$ cat config.mk
export PLATFORM = sky130hd
export DESIGN_NAME = reset_sequencer
export DESIGN_NICKNAME = d
export VERILOG_FILES = /design/src/rtl/reset_sequencer.sv
export SDC_FILE = /design/constraint.sdc
export NUM_CORES = 1
export LEC_CHECK = 0
export ABC_AREA = 1
export CAP_MARGIN = 5
export CORE_ASPECT_RATIO = 1.25
export CORE_MARGIN = 2
export CORE_UTILIZATION = 30
export DETAILED_ROUTE_END_ITERATION = 10
export SLEW_MARGIN = 20
export SYNTH_ARGS = -nofsm -noshare
export SYNTH_HDL_FRONTEND = slang
export SYNTH_SLANG_ARGS = --single-unit
$ cat constraint.sdc
create_clock -name clk -period 2.8 [get_ports clk]
set_input_delay 0.56 -clock clk [delete_from_list [all_inputs] [get_ports clk]]
set_output_delay 0.56 -clock clk [all_outputs]
set_load 0.01 [all_outputs]
$ cat src/rtl/reset_sequencer.sv
// -----------------------------------------------------------------------------
// reset_sequencer
//
// Releases NUM_CH downstream block resets one at a time. Each channel release
// is preceded by a timed phase of programmable length, and a final timed phase
// precedes the display enable. NUM_CH+1 phases in total. Phase p lasts
// dur[p]+1 cycles. Durations can be rewritten at runtime. The sequence can be
// restarted or aborted without a global reset.
//
// Optional feature (compile-time macro RSTSEQ_STEP_EN):
//   When defined, an extra 'step' input follows 'abort'. A step pulse in RUN
//   forces the current phase to expire in that cycle. A same-cycle abort still
//   takes priority. When undefined, phases expire on their durations only.
//
// Ports:
//   clk        in   system clock
//   rst        in   synchronous, active-high reset
//   start      in   one-cycle request to begin; honoured in IDLE or DONE
//   abort      in   one-cycle request to return to IDLE; honoured in RUN/DONE
//   step       in   (RSTSEQ_STEP_EN only) force current phase to expire
//   dur_we     in   duration write strobe
//   dur_idx    in   duration entry to write (0..NUM_CH; larger is ignored)
//   dur_wdata  in   duration value in cycles
//   ch_rst     out  per-channel reset, 1 = held in reset
//   disp_en    out  display enable, high only in DONE
//   busy       out  high while in RUN
//   done       out  one-cycle pulse on entry to DONE
//   phase      out  current phase index (0 outside RUN)
// -----------------------------------------------------------------------------
module reset_sequencer #(
  parameter int          NUM_CH      = 4,
  parameter int          CNT_W       = 32,
  parameter int unsigned DEFAULT_DUR = 10000,
  parameter bit          AUTO_START  = 1'b1,
  localparam int         IDX_W       = $clog2(NUM_CH + 1)
) (
  input  logic              clk,
  input  logic              rst,
  input  logic              start,
  input  logic              abort,
`ifdef RSTSEQ_STEP_EN
  input  logic              step,
`endif
  input  logic              dur_we,
  input  logic [IDX_W-1:0]  dur_idx,
  input  logic [CNT_W-1:0]  dur_wdata,
  output logic [NUM_CH-1:0] ch_rst,
  output logic              disp_en,
  output logic              busy,
  output logic              done,
  output logic [IDX_W-1:0]  phase
);

  typedef enum logic [1:0] {
    S_IDLE = 2'd0,
    S_RUN  = 2'd1,
    S_DONE = 2'd2
  } state_t;

  localparam logic [IDX_W-1:0] LAST_PHASE = IDX_W'(NUM_CH);

  state_t              state_q, state_d;
  logic [CNT_W-1:0]    cnt_q, cnt_d;
  logic [IDX_W-1:0]    phase_d;
  logic [CNT_W-1:0]    dur_q [NUM_CH+1];
  logic                auto_q;

  logic                start_eff;
  logic                step_eff;
  logic                expire;
  logic                done_d;
  logic                busy_d;
  logic                disp_en_d;
  logic [NUM_CH-1:0]   ch_rst_d;

`ifdef RSTSEQ_STEP_EN
  assign step_eff = step;
`else
  assign step_eff = 1'b0;
`endif

  // The first cycle out of reset acts as a start request when AUTO_START is set.
  assign start_eff = start | auto_q;

  // 'phase' is the live phase register; it is held at 0 outside RUN, so the
  // duration lookup is always in range.
  assign expire = (cnt_q == dur_q[phase]) | step_eff;

  // ---------------------------------------------------------------------------
  // Next-state logic. Outputs are derived from the *next* state so that the
  // registered outputs line up with the state they describe.
  // ---------------------------------------------------------------------------
  always_comb begin
    // NOTE: every variable assigned here gets a default first, so no path
    // through the case statement can leave one unassigned and infer a latch.
    state_d = state_q;
    phase_d = phase;
    cnt_d   = cnt_q;
    done_d  = 1'b0;

    unique case (state_q)
      S_IDLE: begin
        // abort is meaningless here; start (or autostart) always wins.
        if (start_eff) begin
          state_d = S_RUN;
          phase_d = '0;
          cnt_d   = '0;
        end
      end

      S_RUN: begin
        // start is ignored while running; abort has top priority.
        if (abort) begin
          state_d = S_IDLE;
          phase_d = '0;
          cnt_d   = '0;
        end else if (expire) begin
          cnt_d = '0;
          if (phase == LAST_PHASE) begin
            state_d = S_DONE;
            phase_d = '0;
            done_d  = 1'b1;
          end else begin
            phase_d = phase + IDX_W'(1);
          end
        end else begin
          // Counter wraps modulo 2^CNT_W if a duration was shortened below it.
          cnt_d = cnt_q + CNT_W'(1);
        end
      end

      S_DONE: begin
        if (abort) begin
          state_d = S_IDLE;
          phase_d = '0;
          cnt_d   = '0;
        end else if (start_eff) begin
          state_d = S_RUN;
          phase_d = '0;
          cnt_d   = '0;
        end
      end

      default: begin
        state_d = S_IDLE;
        phase_d = '0;
        cnt_d   = '0;
      end
    endcase

    busy_d    = (state_d == S_RUN);
    disp_en_d = (state_d == S_DONE);

    // Channels below the current phase are released; the rest stay held.
    ch_rst_d = '1;
    if (state_d == S_DONE) begin
      ch_rst_d = '0;
    end else if (state_d == S_RUN) begin
      for (int i = 0; i < NUM_CH; i++) begin
        ch_rst_d[i] = (i >= int'(phase_d));
      end
    end
  end

  // ---------------------------------------------------------------------------
  // State, counter, duration table and registered outputs.
  // ---------------------------------------------------------------------------
  always_ff @(posedge clk) begin
    // NOTE: non-blocking assignments throughout, so every register samples
    // values from before this edge regardless of statement order.
    if (rst) begin
      state_q <= S_IDLE;
      cnt_q   <= '0;
      phase   <= '0;
      ch_rst  <= '1;
      disp_en <= 1'b0;
      busy    <= 1'b0;
      done    <= 1'b0;
      auto_q  <= AUTO_START;
      // NOTE: the duration table is deliberately reset: software relies on
      // rst restoring DEFAULT_DUR. Do not strip this reset to save area.
      for (int i = 0; i <= NUM_CH; i++) begin
        dur_q[i] <= CNT_W'(DEFAULT_DUR);
      end
    end else begin
      state_q <= state_d;
      cnt_q   <= cnt_d;
      phase   <= phase_d;
      ch_rst  <= ch_rst_d;
      disp_en <= disp_en_d;
      busy    <= busy_d;
      done    <= done_d;
      auto_q  <= 1'b0;
      // A write to the live phase's entry is seen by the compare next cycle.
      if (dur_we && (int'(dur_idx) <= NUM_CH)) begin
        dur_q[dur_idx] <= dur_wdata;
      end
    end
  end

endmodule

# Word level (Yosys, flattened, before mapping)
# Memory sizes are Yosys's and may differ from the RTL's. A register that Yosys moved wholly into a read port is not among the register bits.
# Index checks and enable logic that the tools add are counted.
[totals] mem_count=1 output_inout_bits=10 ramBits=160 register_bits=45 elab_cells=58 inputBits=40
[op_classes] n_eq_ne=6 magnitude_cmp=5 bitwise=3 muxes=29 add_sub_neg=2 n_reduce_logical=4
[memory_table] memory="dur_q" words=5 width=32 read_ports=1 rd_ports_with_merged_regs=1 write_ports=5 line="65" rtl="logic [CNT_W-1:0] dur_q [NUM_CH+1];"
[ops] operator="$mux W32" n=5
[ops] operator="$pmux W32 S3" n=1
[ops] operator="$add A32 B1 Y32 const B" n=1
[ops] operator="$eq A32 B32 Y1" n=1
[ops] operator="$reduce_or A32 Y1" n=1
[ops] operator="$mux W3" n=7
[ops] operator="$mux W2" n=5
[ops] operator="$pmux W3 S3" n=1
[ops] operator="$mux W4" n=2
[ops] operator="$mux W1" n=7
[ops] operator="$ge A1 B3 Y1 const A" n=2
[ops] operator="$ge A2 B3 Y1 const A" n=2
[ops] operator="$pmux W2 S3" n=1
[ops] operator="$eq A2 B1 Y1 const B" n=2
[ops] operator="$eq A2 B2 Y1 const B" n=2
[ops] operator="$reduce_or A4 Y1" n=1
[ops] operator="$add A3 B1 Y3 const B" n=1
[ops] operator="$eq A3 B3 Y1 const B" n=1
[ops] operator="$le A3 B3 Y1 const B" n=1
[ops] operator="$logic_not A2 Y1" n=1
[ops] operator="$not A1 Y1" n=2
[ops] operator="$logic_and A1 B1 Y1" n=1
[ops] operator="$or A1 B1 Y1" n=1

# Longest topological paths before layout
# Gate-level depths: netlist of run 1.
[depth] word_depth=8 ltp_mapped=23 depth_no_buf=20

# Worst setup path after synthesis of run 1
# OpenSTA, ideal clock, no wires.
[synth_path] path_type="input to register" start="input rst" end="memory dur_q[4][0] (enable)" setup_ps=479 setup_slack_ps=206 arrival_ps=2115 required_time_ps=2321 cell_stages=7 path_buffers=2 path_cell_list="clkinv_1 nand2_1 nor2_1 nand3_1 clkbuf_1 clkbuf_1 nand2_1"
[synth_rtl] element="start, declared" line="38" rtl="input logic rst,"
[synth_rtl] element="end, declared" line="65"

# Worst setup path after layout of run 1
[layout_path] start="register phase[0]" end="register phase[0]"
[layout_between] elab_chain_len=5 elab_cells_between_ends=8 cone_classes="add/sub (1); eq/ne (1); mux (6)"
[layout_lines] element="start, declared" line="51" rtl="output logic [IDX_W-1:0] phase"
[layout_lines] element="start signal, assigned" line="188" rtl="phase <= phase_d;"
[layout_lines] element="$add A3 B1 Y3 / $eq A3 B3 Y1 (equally long branches)" line="124, 119"
[layout_lines] element="$mux W3" line="119" rtl="if (phase == LAST_PHASE) begin"
[layout_lines] element="$mux W3" line="117" rtl="end else if (expire) begin"
[layout_lines] element="$mux W3" line="113" rtl="if (abort) begin"
[layout_lines] element="$pmux W3 S3 (*)" line="101" rtl="unique case (state_q)"
# Mark *: on every way between the ends. The rest lies on a longest branch, timed or not.
# A chain may end at the register's enable or synchronous reset.

==> impl_metrics.py, run 1 <==
metrics = {
    "status": {
        "outcome": "finished clean",
    },
    "timing": {
        "fmax_ghz": 0.380,
        "min_period_ns": 2.63,
        "clock_skew_ns": 0.0140,
        "finalCritPeriodShare_pct": 94.0,
        "slew_violations": 0,
        "worst_slack_ns": 0.167,
        "finalHoldWorstSlack_ns": 0.511,
        "setup_viol_count_final": 0,
        "slew_headroom_pct": 66.9,
        "worst_pin_slew_ns": 0.492,
        "hold_viol_final": 0,
    },
    "detailed_routing": {
        "drt_iter0_markers": 988,
        "wire_per_inst_um": 16.4,
        "routed_wl_um": 41100,
        "drc": 0,
        "ant_nets": 0,
        "via_per_inst": 4.62,
        "vias": 11600,
        "dr.pass1.iters": 5,
    },
    "synth": {
        "synth-compound-area-share_pct": 2.78,
        "synth_edf_count": 256,
        "synth_top_family_by_area": "simple AND/OR/NAND/NOR gates",
        "synth-main-ff-cell": "edfxtp_1",
        "synth-simple-area-share_pct": 28.8,
        "syn-instance-count": 1663,
        "ys_seq_elements": 301,
        "synth_area_leaders": "edfxtp_1 (54%), nand2_1 (14%), nor2_1 (6.6%)",
        "synth.most_common_cell": "nand2_1",
        "synthesis.area_um2": 14300,
        "synthMuxAreaShare_pct": 0,
        "ys_top_cells_by_count": "nand2_1 (542), edfxtp_1 (256), nor2_1 (253)",
        "seq_area_frac_synth_pct": 60.0,
        "yosys_warnings": 0,
        "syn_area_per_cell_um2": 8.61,
        "synthDistinctLibCells": 31,
        "synth.top_cell.area_share_pct": 53.7,
        "synth_xor_area_share_pct": 0.550,
        "synthAdderAreaFrac_pct": 0.262,
        "synth-async-reset-ratio_pct": 0,
        "synth_top_cell_by_area": "edfxtp_1",
    },
    "global_routing": {
        "grt_usage_pct": 15.8,
        "grt_max_degree": 53,
        "overflow": 0,
        "grt_pass1_wl_um": 60200,
        "grt_pass1_vias": 11100,
        "antenna_found_initial": 0,
    },
    "worst_setup_path": {
        "crit_fanout": 7,
        "end_kind": "register",
        "critical_path_required_ns": 3.26,
        "crit_type": "reg2reg",
        "crit_path_start_kind": "register",
        "cp_data_arrival_time_ns": 3.09,
    },
    "clock_network": {
        "cts_hold_buffers": 0,
        "cts_buffer_depth": 3,
        "cts_sinks": 301,
        "cts-root-buf": "clkbuf_16",
        "cts_tree": "built",
        "clk_pin_slew_ns": 0.06,
        "cts_made_buffers": 30,
        "clock_latency_ns": 0.57,
        "cts-htree-levels": 1,
    },
    "die": {
        "dieHeight_um": 248,
        "dieWidth_um": 199,
        "die_area_um2": 49500,
        "fp-row-count": 89,
        "io_pins": 50,
        "start_util_pct": 30.3,
        "core_um2": 47200,
    },
    "placed_design": {
        "gp_congestion": 0.891,
        "portBuffers": 49,
        "dp_slack_ns": 0.154,
        "post-dp-hpwl_um": 26100,
        "dpl_cell_area_um2": 16300,
    },
    "cells_and_area": {
        "layout-drive-gt1-share_pct": 8.44,
        "fin_area_um2": 17600,
        "area_delta_synth_final_pct": 23.1,
        "antenna_cells": 0,
        "finalNetCount": 1893,
    },
    "hold_path": {
        "min_path_type": "reg2reg",
    },
    "pwr": {
        "power_density_nw_per_um2": 546,
        "power.leakage_nw": 7.38,
        "ir_drop_mv": 0.447,
    },
    "flow_run": {
        "drv_cap": 0,
    },
}
-- where the power goes --
part           total, mW  switching (mW)  internal, mW
Combinational      0.555           0.372         0.183
Clock               3.86            1.69          2.17
Sequential          5.20          0.0683          5.14
-- registers in the layout (all words and copies together), names as in the netlist --
signal and flops:
disp_en 1, done 1, busy 1, phase 3, ch_rst 4, cnt_q 32, state_q 2, auto_q 1
dur_q 256
-- critical path, stage by stage (launching register included) --
cell and delay [ns]:
dfxtp_4 0.46, buf_8 0.16, clkbuf_16 0.17, nor2_1 0.05, nor2_1 0.12, o21ai_1 0.08, nand3_1 0.12, nand3_1 0.08
nand2_1 0.07, nand2_1 0.10, nor2_1 0.13, nand2_1 0.09, nor2_4 0.15, buf_4 0.14, nand3_1 0.07, nand2_1 0.09
nor2_1 0.05, nor2_1 0.14, nor2_1 0.06, buf_4 0.16
-- kinds of logic (layout without fill, tap and decap cells) --
logic type | Yosys count | in the layout
buffers and inverters | 260 | 375
adders and majority gates | 3 | 3
other | 1 | 96
and+or+nand+nor | 1013 | 1013
xor gates and xnor gates | 9 | 9
DFF | 301 | 301
AOI/OAI and AO/OA | 76 | 76
-- area by class of cell --
| type | instances | area [um2] |
|---|---|---|
| fill | 4799 | 29600 |
| inverter | 186 | 713 |
| tap | 637 | 797 |
| multi-input combinational | 1197 | 5090 |
| clock buffer | 44 | 845 |
| timing repair buffer | 134 | 1510 |
| sequential | 301 | 8600 |
| clock inverter | 11 | 81.3 |
-- cells in the final DEF (no fill, tap or decap), types with 9 or more instances in the layout --
cell type	count
clkdlybuf4s50_1	49
dfxtp_1	43
nand3_1	167
conb_1	96
o21ai_0	17
a21oi_1	30
clkbuf_16	38
buf_4	54
nand2_1	539
buf_12	15
nand3_2	12
nor3_1	13
xor2_1	9
clkbuf_1	11
nor2_1	250
edfxtp_1	256
nand4_1	12
inv_1	177
o21ai_1	21
-- worst paths after layout --
check / start / endpoint / slack, ns / cells after the start
worst max-delay path: phase[0]$_SDFF_PP0_ / phase[0]$_SDFF_PP0_ / 0.17 / 19
worst min register to register: cnt_q[20]$_SDFF_PP0_ / cnt_q[20]$_SDFF_PP0_ / 0.51 / 2
worst max register to register: phase[0]$_SDFF_PP0_ / phase[0]$_SDFF_PP0_ / 0.17 / 19
worst min-delay path: cnt_q[20]$_SDFF_PP0_ / cnt_q[20]$_SDFF_PP0_ / 0.51 / 2
-- metal layers --
metal  vias up  global-route usage [%]  part of all wire [%]
li1       5631                       -                     -
met1      5550                    18.6                    41
met2       347                    28.9                    51
met3        74                    1.76                   4.9
met4         0                    7.06                   3.2
met5         -                       0                     0
-- metrics by stage --
| step | cells | setup TNS (ns) | util (%) | power (mW) |
|---|---|---|---|---|
| 2_1_floorplan | 1758 | 0 | - | 5.60 |
| 3_3_place_gp | 2439 | 0 | 34.5 | 5.83 |
| 3_5_place_dp | 2439 | 0 | 34.5 | 5.85 |
| 4_1_cts | 2494 | 0 | 36.5 | 9.69 |
| 5_1_grt | 2510 | -0.0563 | 37.3 | 9.92 |
| 6_report | 2510 | 0 | 37.3 | 9.62 |
-- what timing repair did --
action / CTS / global route
buffers inserted: 0 / 7
endpoints found under the setup margin: 0 / 9
resized for setup: 0 / 41
No activity file was read; power rests on OpenSTA's default activity.
==> run 2: changes to the inputs <==
--- a/config.mk
+++ b/config.mk
@@ -11,6 +11,7 @@
 export CORE_MARGIN = 2
 export CORE_UTILIZATION = 30
 export DETAILED_ROUTE_END_ITERATION = 10
+export GPL_ROUTABILITY_DRIVEN = 0
 export SLEW_MARGIN = 20
 export SYNTH_ARGS = -nofsm -noshare
 export SYNTH_HDL_FRONTEND = slang
==> constraint.sdc (replaced) <==
create_clock -name clk -period 2.4 [get_ports clk]
set_input_delay 0.48 -clock clk [delete_from_list [all_inputs] [get_ports clk]]
set_output_delay 0.48 -clock clk [all_outputs]
set_load 0.01 [all_outputs]
==> impl_metrics.py, run 2 (synthesis gave the netlist of run 1 again) <==
metrics = {
    "cells_and_area": {
        "antenna_cells": 0,
        "top_regs": "dur_q (256), cnt_q (32), ch_rst (4)",
        "largest_reg_flops": 256,
        "final-instance-count-excl-fill": 2555,
        "regMostFlops": "dur_q",
        "mostFrequentLayoutCells": "nand2_1 (510), edfxtp_1 (256), nor2_1 (238)",
        "layout-drive-gt1-share_pct": 13.9,
        "area_delta_synth_final_pct": 27.9,
        "mostFrequentLayoutCell": "nand2_1",
        "finalNetCount": 1938,
    },
    "clock_network": {
        "cts_tree": "built",
        "cts_made_buffers": 30,
        "cts-root-buf": "clkbuf_16",
        "cts-htree-levels": 1,
        "clk_pin_slew_ns": 0.07,
        "cts_hold_buffers": 0,
        "clock_latency_ns": 0.57,
        "cts_buffer_depth": 3,
        "cts_sinks": 301,
    },
    "timing": {
        "setup_viol_count_final": 40,
        "slew_violations": 0,
        "finalCritPeriodShare_pct": 108,
        "finalHoldWorstSlack_ns": 0.514,
        "fmax_ghz": 0.385,
        "worst_slack_ns": -0.194,
        "hold_viol_final": 0,
        "clock_skew_ns": 0.00835,
        "final.setup.tns_ns": -2.98,
        "rsz0062_at_grt": "true",
        "min_period_ns": 2.59,
    },
    "hold_path": {
        "min_path_type": "reg2reg",
    },
    "detailed_routing": {
        "vias": 11700,
        "routed_wl_um": 40700,
        "dr.pass1.iters": 5,
        "wire_per_inst_um": 15.9,
        "drt_iter0_markers": 850,
        "drc": 0,
        "via_per_inst": 4.59,
        "ant_nets": 0,
    },
    "pwr": {
        "power.leakage_nw": 7.71,
        "power_density_nw_per_um2": 615,
        "pwr-share-seq_pct": 53.9,
        "p_sw_mw": 2.50,
        "p_sw_share_pct": 22.2,
        "p_int_mw": 8.78,
        "ir_drop_mv": 0.539,
        "p_comb_share_pct": 6.0,
        "clockPowerShare_pct": 40.1,
    },
    "global_routing": {
        "grt_pass1_vias": 11400,
        "overflow": 0,
        "antenna_found_initial": 0,
        "grt_pass1_wl_um": 63000,
        "grt_max_degree": 40,
        "grt_usage_pct": 16.6,
    },
    "placed_design": {
        "post-dp-hpwl_um": 27200,
        "numPlacedInstances": 2487,
        "dp_slack_ns": -0.297,
        "portBuffers": 49,
    },
    "status": {
        "outcome": "complete, but fails checks",
        "violations": "setup timing",
    },
    "worst_setup_path": {
        "crit_top_cell": "nand2_1",
        "crit_path_cell_trace": "clkinv_8, buf_12, buf_6, nand2_1, nand2_1, nand2_1, nand3_2, nand2_1, nand2_1, nand2_1, nand2_1, nor2_2, nand2_2, nor2_4, buf_6, nand3_2, nand2_2, nor2_2, nor2_2, buf_4, nand3_1, nand2_1",
        "crit_type": "reg2reg",
        "cp_data_arrival_time_ns": 3.10,
        "cp_slowest_cell": "dfxtp_4",
        "crit_path_start_kind": "register",
        "critical_path_required_ns": 2.91,
        "crit_fanout": 7,
        "end_kind": "register",
        "slowest_delay_ns": 0.46,
    },
    "die": {
        "io_pins": 50,
        "dieHeight_um": 248,
        "start_util_pct": 30.3,
        "dieWidth_um": 199,
        "fp-row-count": 89,
        "die_area_um2": 49500,
        "core_um2": 47200,
    },
    "flow_run": {
        "drv_cap": 0,
    },
}
run 2: cell count changes in the layout (fill, tap and decap cells not counted), moves of 4 or more:
cell / change
buf_12: +8
buf_16: +4
buf_4: +32
buf_6: +7
clkbuf_16: -7
clkinv_1: +5
nand2_1: -29
nand2_2: +26
nand3_1: -20
nand3_2: +19
nor2_1: -12
nor2_2: +12
o21ai_2: +4
run 2: metal layers:
layer / vias up / wire length [um] / track usage (%)
met4: 0 / 1330 / 6.67
met2: 283 / 21400 / 30.8
met5: - / 0 / 0
met3: 84 / 1590 / 1.62
met1: 5623 / 16500 / 19.6
li1: 5735 / - / -
run 2: layout make-up:
type | count | area [um2]
Clock buffer | 39 | 806
Clock inverter | 16 | 120
Fill cell | 4794 | 28900
Inverter | 186 | 716
Multi-Input combinational cell | 1197 | 5330
Sequential cell | 301 | 8590
Tap cell | 637 | 797
Timing Repair Buffer | 179 | 1960
run 2: power by group through the flow:
| stage | Combinational (mW) | Sequential (mW) | Clock [mW] |
|---|---|---|---|
| final | 0.674 | 6.08 | 4.52 |
| after global routing | 0.761 | 6.11 | 4.79 |
| after CTS | 0.663 | 6.08 | 4.63 |
| after detailed placement | 0.648 | 6.19 | 0 |
| after global placement | 0.639 | 6.18 | 0 |
| after floorplan | 0.369 | 6.17 | 0 |
run 2: worst max-delay path: cells and delay by family, from the launching register on:
| family | cells | cell delay (ns) |
|---|---|---|
| buf+inv | 5 | 0.72 |
| flops | 1 | 0.46 |
| simple gates | 17 | 1.33 |
run 2: final timing paths:
check | start | to | slack, ns | cells after the start
setup reg to reg | phase[0]$_SDFF_PP0_ | ch_rst[2]$_SDFF_PP1_ | -0.19 | 22
hold reg to reg | cnt_q[20]$_SDFF_PP0_ | cnt_q[20]$_SDFF_PP0_ | 0.51 | 2
setup / recovery | phase[0]$_SDFF_PP0_ | ch_rst[2]$_SDFF_PP1_ | -0.19 | 22
hold / removal | cnt_q[20]$_SDFF_PP0_ | cnt_q[20]$_SDFF_PP0_ | 0.51 | 2
run 2: what timing repair did:
action | 4_1_cts | 5_1_grt
gates cloned | 7 | 0
resized for setup | 63 | 65
setup endpoints to repair | 44 | 44
endpoints found under the hold margin | 0 | 0
pin swaps | 37 | 38
setup buffers | 5 | 3
run 2: metrics by stage:
| step | power, mW | util (%) | instance area [um2] |
|---|---|---|---|
| after CTS | 11.4 | 38.3 | 18100 |
| final | 11.3 | 38.8 | 18300 |
| after detailed placement | 6.84 | 35.4 | 16700 |
| after global routing | 11.7 | 38.8 | 18300 |
| after global placement | 6.82 | 35.4 | 16700 |
| after floorplan | 6.53 | - | 14700 |
==> run 3: changes to the inputs <==
--- a/config.mk
+++ b/config.mk
@@ -9,9 +9,10 @@
 export CAP_MARGIN = 5
 export CORE_ASPECT_RATIO = 1.25
 export CORE_MARGIN = 2
-export CORE_UTILIZATION = 30
+export CORE_UTILIZATION = 50
 export DETAILED_ROUTE_END_ITERATION = 10
 export GPL_ROUTABILITY_DRIVEN = 0
+export PLACE_DENSITY = 0.7
 export SLEW_MARGIN = 20
 export SYNTH_ARGS = -nofsm -noshare
 export SYNTH_HDL_FRONTEND = slang
==> impl_metrics.py, run 3 (synthesis gave the netlist of run 1 again) <==
metrics = {
    "cells_and_area": {
        "mostFrequentLayoutCell": "nand2_1",
        "fillerInstances": 2266,
        "regMostFlops": "dur_q",
        "antenna_cells": 0,
        "layout-drive-gt1-share_pct": 16.0,
        "finalNetCount": 1932,
        "multi_input_area_um2": 5520,
        "top_regs": "dur_q (256), cnt_q (32), ch_rst (4)",
        "area_delta_synth_final_pct": 28.0,
        "largest_reg_flops": 256,
        "mostFrequentLayoutCells": "nand2_1 (509), edfxtp_1 (256), nor2_1 (224)",
        "regArea_um2": 8590,
    },
    "clock_network": {
        "cts_tree": "built",
        "cts-htree-levels": 1,
        "cts_hold_buffers": 0,
        "cts_made_buffers": 31,
        "clk_pin_slew_ns": 0.06,
        "cts-root-buf": "clkbuf_16",
        "clock_latency_ns": 0.58,
        "cts_sinks": 301,
        "cts_buffer_depth": 3,
    },
    "timing": {
        "finalCritPeriodShare_pct": 107,
        "hold_viol_final": 0,
        "setup_viol_count_final": 35,
        "slew_violations": 0,
        "fmax_ghz": 0.388,
        "worst_slack_ns": -0.176,
        "rsz0062_at_grt": "true",
        "min_period_ns": 2.58,
        "clock_skew_ns": 0.0245,
    },
    "worst_setup_path": {
        "crit_path_cell_trace": "buf_12, clkinv_16, buf_6, nand2_1, nand2_1, nand2_1, nand3_2, nand2_1, nand2_1, nand2_2, nand2_2, nor2_4, nand2_4, nor2_4, buf_6, nand3_4, nand4_1, nand2_1, nand2_2, nand2_2, nor2_1",
        "cp_slowest_cell": "dfxtp_4",
        "r2r-end": "ch_rst[0]$_SDFF_PP1_",
        "cp.depth": 21,
        "setup.worst_path.start": "phase[0]$_SDFF_PP0_",
        "critical_path_required_ns": 2.91,
        "crit_buf_inv": 4,
        "crit_path_start_kind": "register",
        "crit_path_end": "ch_rst[0]$_SDFF_PP1_",
        "path_delay_family": "simple AND/OR/NAND/NOR gates",
        "r2r_setup_slack_ns": -0.18,
        "crit_type": "reg2reg",
        "cp_data_arrival_time_ns": 3.08,
        "slowest_delay_ns": 0.37,
        "end_kind": "register",
        "crit_fanout": 8,
        "crit_top_cell": "nand2_1",
        "timing.rr.start": "phase[0]$_SDFF_PP0_",
        "reg2reg_depth": 21,
    },
    "pwr": {
        "power_density_nw_per_um2": 623,
        "power.leakage_nw": 7.80,
        "ir_drop_mv": 0.615,
        "power_mw": 11.4,
    },
    "global_routing": {
        "use_met3_pct": 3.63,
        "grt_pass1_vias": 11800,
        "grt_busiest_layer": "met2",
        "grt_max_degree": 40,
        "overflow": 0,
        "grtUsageMet1_pct": 33.8,
        "grt_pass1_wl_um": 61600,
        "grt_usage_pct": 26.0,
        "use_met2_pct": 43.6,
        "antenna_found_initial": 1,
    },
    "detailed_routing": {
        "wire_per_inst_um": 17.3,
        "via_per_inst": 5.24,
        "dr.pass1.iters": 6,
        "routed_wl_um": 39100,
        "ant_nets": 0,
        "vias": 11900,
        "drt_iter0_markers": 1123,
        "drc": 0,
    },
    "status": {
        "outcome": "complete, but fails checks",
        "violations": "setup timing",
    },
    "die": {
        "io_pins": 50,
        "core_um2": 28300,
        "dieWidth_um": 155,
        "start_util_pct": 50.6,
        "die_area_um2": 30000,
        "dieHeight_um": 193,
        "fp-row-count": 69,
    },
    "placed_design": {
        "dp_slack_ns": -0.253,
        "post-dp-hpwl_um": 24700,
        "portBuffers": 49,
    },
    "hold_path": {
        "min_path_type": "reg2reg",
    },
    "flow_run": {
        "drv_cap": 0,
    },
}
==> run 3: changes by cell type in the layout (fill, tap and decap cells not counted), sizes merged <==
cell / previous run / this run
buf: 129 / 117
bufbuf: 1 / 0
clkdlybuf4s50: 48 / 49
clkinv: 15 / 16
clkinvlp: 2 / 5
dlygate4sd2: 1 / 0
inv: 183 / 187
nand2: 544 / 545
==> run 3: stage by stage <==
step	cell area, um2	util (%)	hold slack [ns]	TNS (ns)	cells
2_1_floorplan	14700	-	0.472	-11.29	1758
3_3_place_gp	16200	57.2	0.486	-3.89	2183
3_5_place_dp	16200	57.2	0.490	-5.54	2183
4_1_cts	17900	63.1	0.500	-0.639	2260
5_1_grt	18300	64.7	0.525	-7.83	2269
6_report	18300	64.7	0.500	-3.37	2269
==> run 3: layout make-up <==
class | instances | area share, %
multi-input cells | 1198 | 30.1
inverters | 186 | 3.97
repair buffers | 169 | 11.2
repair inverters | 2 | 0.150
well taps | 355 | 2.42
clock inverters | 22 | 0.935
clock buffers | 36 | 4.33
flip-flops and latches | 301 | 46.9
==> run 3: what timing repair did <==
item,in CTS,in global routing
resized for setup,105,94
pin swaps,52,53
buffers inserted,10,6
setup endpoints to repair,43,44
cloned,9,4
==> run 3: worst register-to-register path: stages, from the launching register on <==
cell	delay [ns]
dfxtp_4	0.37
buf_12	0.19
clkinv_16	0.11
buf_6	0.14
nand2_1	0.08
nand2_1	0.08
nand2_1	0.09
nand3_2	0.10
nand2_1	0.08
nand2_1	0.06
nand2_2	0.09
nand2_2	0.10
nor2_4	0.12
nand2_4	0.07
nor2_4	0.17
buf_6	0.15
nand3_4	0.06
nand4_1	0.13
nand2_1	0.08
nand2_2	0.07
nand2_2	0.08
nor2_1	0.10
==> run 3: how the worst min path moves through the flow <==
stage | start | to | slack (ns) | cells after the start
floorplan | cnt_q[30]$_SDFF_PP0_ | cnt_q[30]$_SDFF_PP0_ | 0.47 | 2
global placement | cnt_q[30]$_SDFF_PP0_ | cnt_q[30]$_SDFF_PP0_ | 0.49 | 2
detailed placement | cnt_q[30]$_SDFF_PP0_ | cnt_q[30]$_SDFF_PP0_ | 0.49 | 2
CTS | cnt_q[30]$_SDFF_PP0_ | cnt_q[30]$_SDFF_PP0_ | 0.50 | 2
global route | cnt_q[30]$_SDFF_PP0_ | cnt_q[30]$_SDFF_PP0_ | 0.53 | 2
finish | cnt_q[30]$_SDFF_PP0_ | cnt_q[30]$_SDFF_PP0_ | 0.50 | 2
==> run 3: power breakdown <==
group	total (mW)	switching, mW	leakage [nW]	internal (mW)
sequential	6.08	0.0898	2.85	5.99
combinational	0.699	0.457	4.49	0.242
clock	4.64	2.06	0.457	2.58
total	11.4	2.61	7.80	8.82
==> run 3: routing by layer <==
layer | vias up | routed length, um | part of all wire, %
met3 | 106 | 2820 | 7.2
met4 | 2 | 1450 | 3.7
met1 | 5609 | 15400 | 39
met2 | 456 | 19500 | 50
met5 | - | 50 | 0.13
li1 | 5714 | - | -
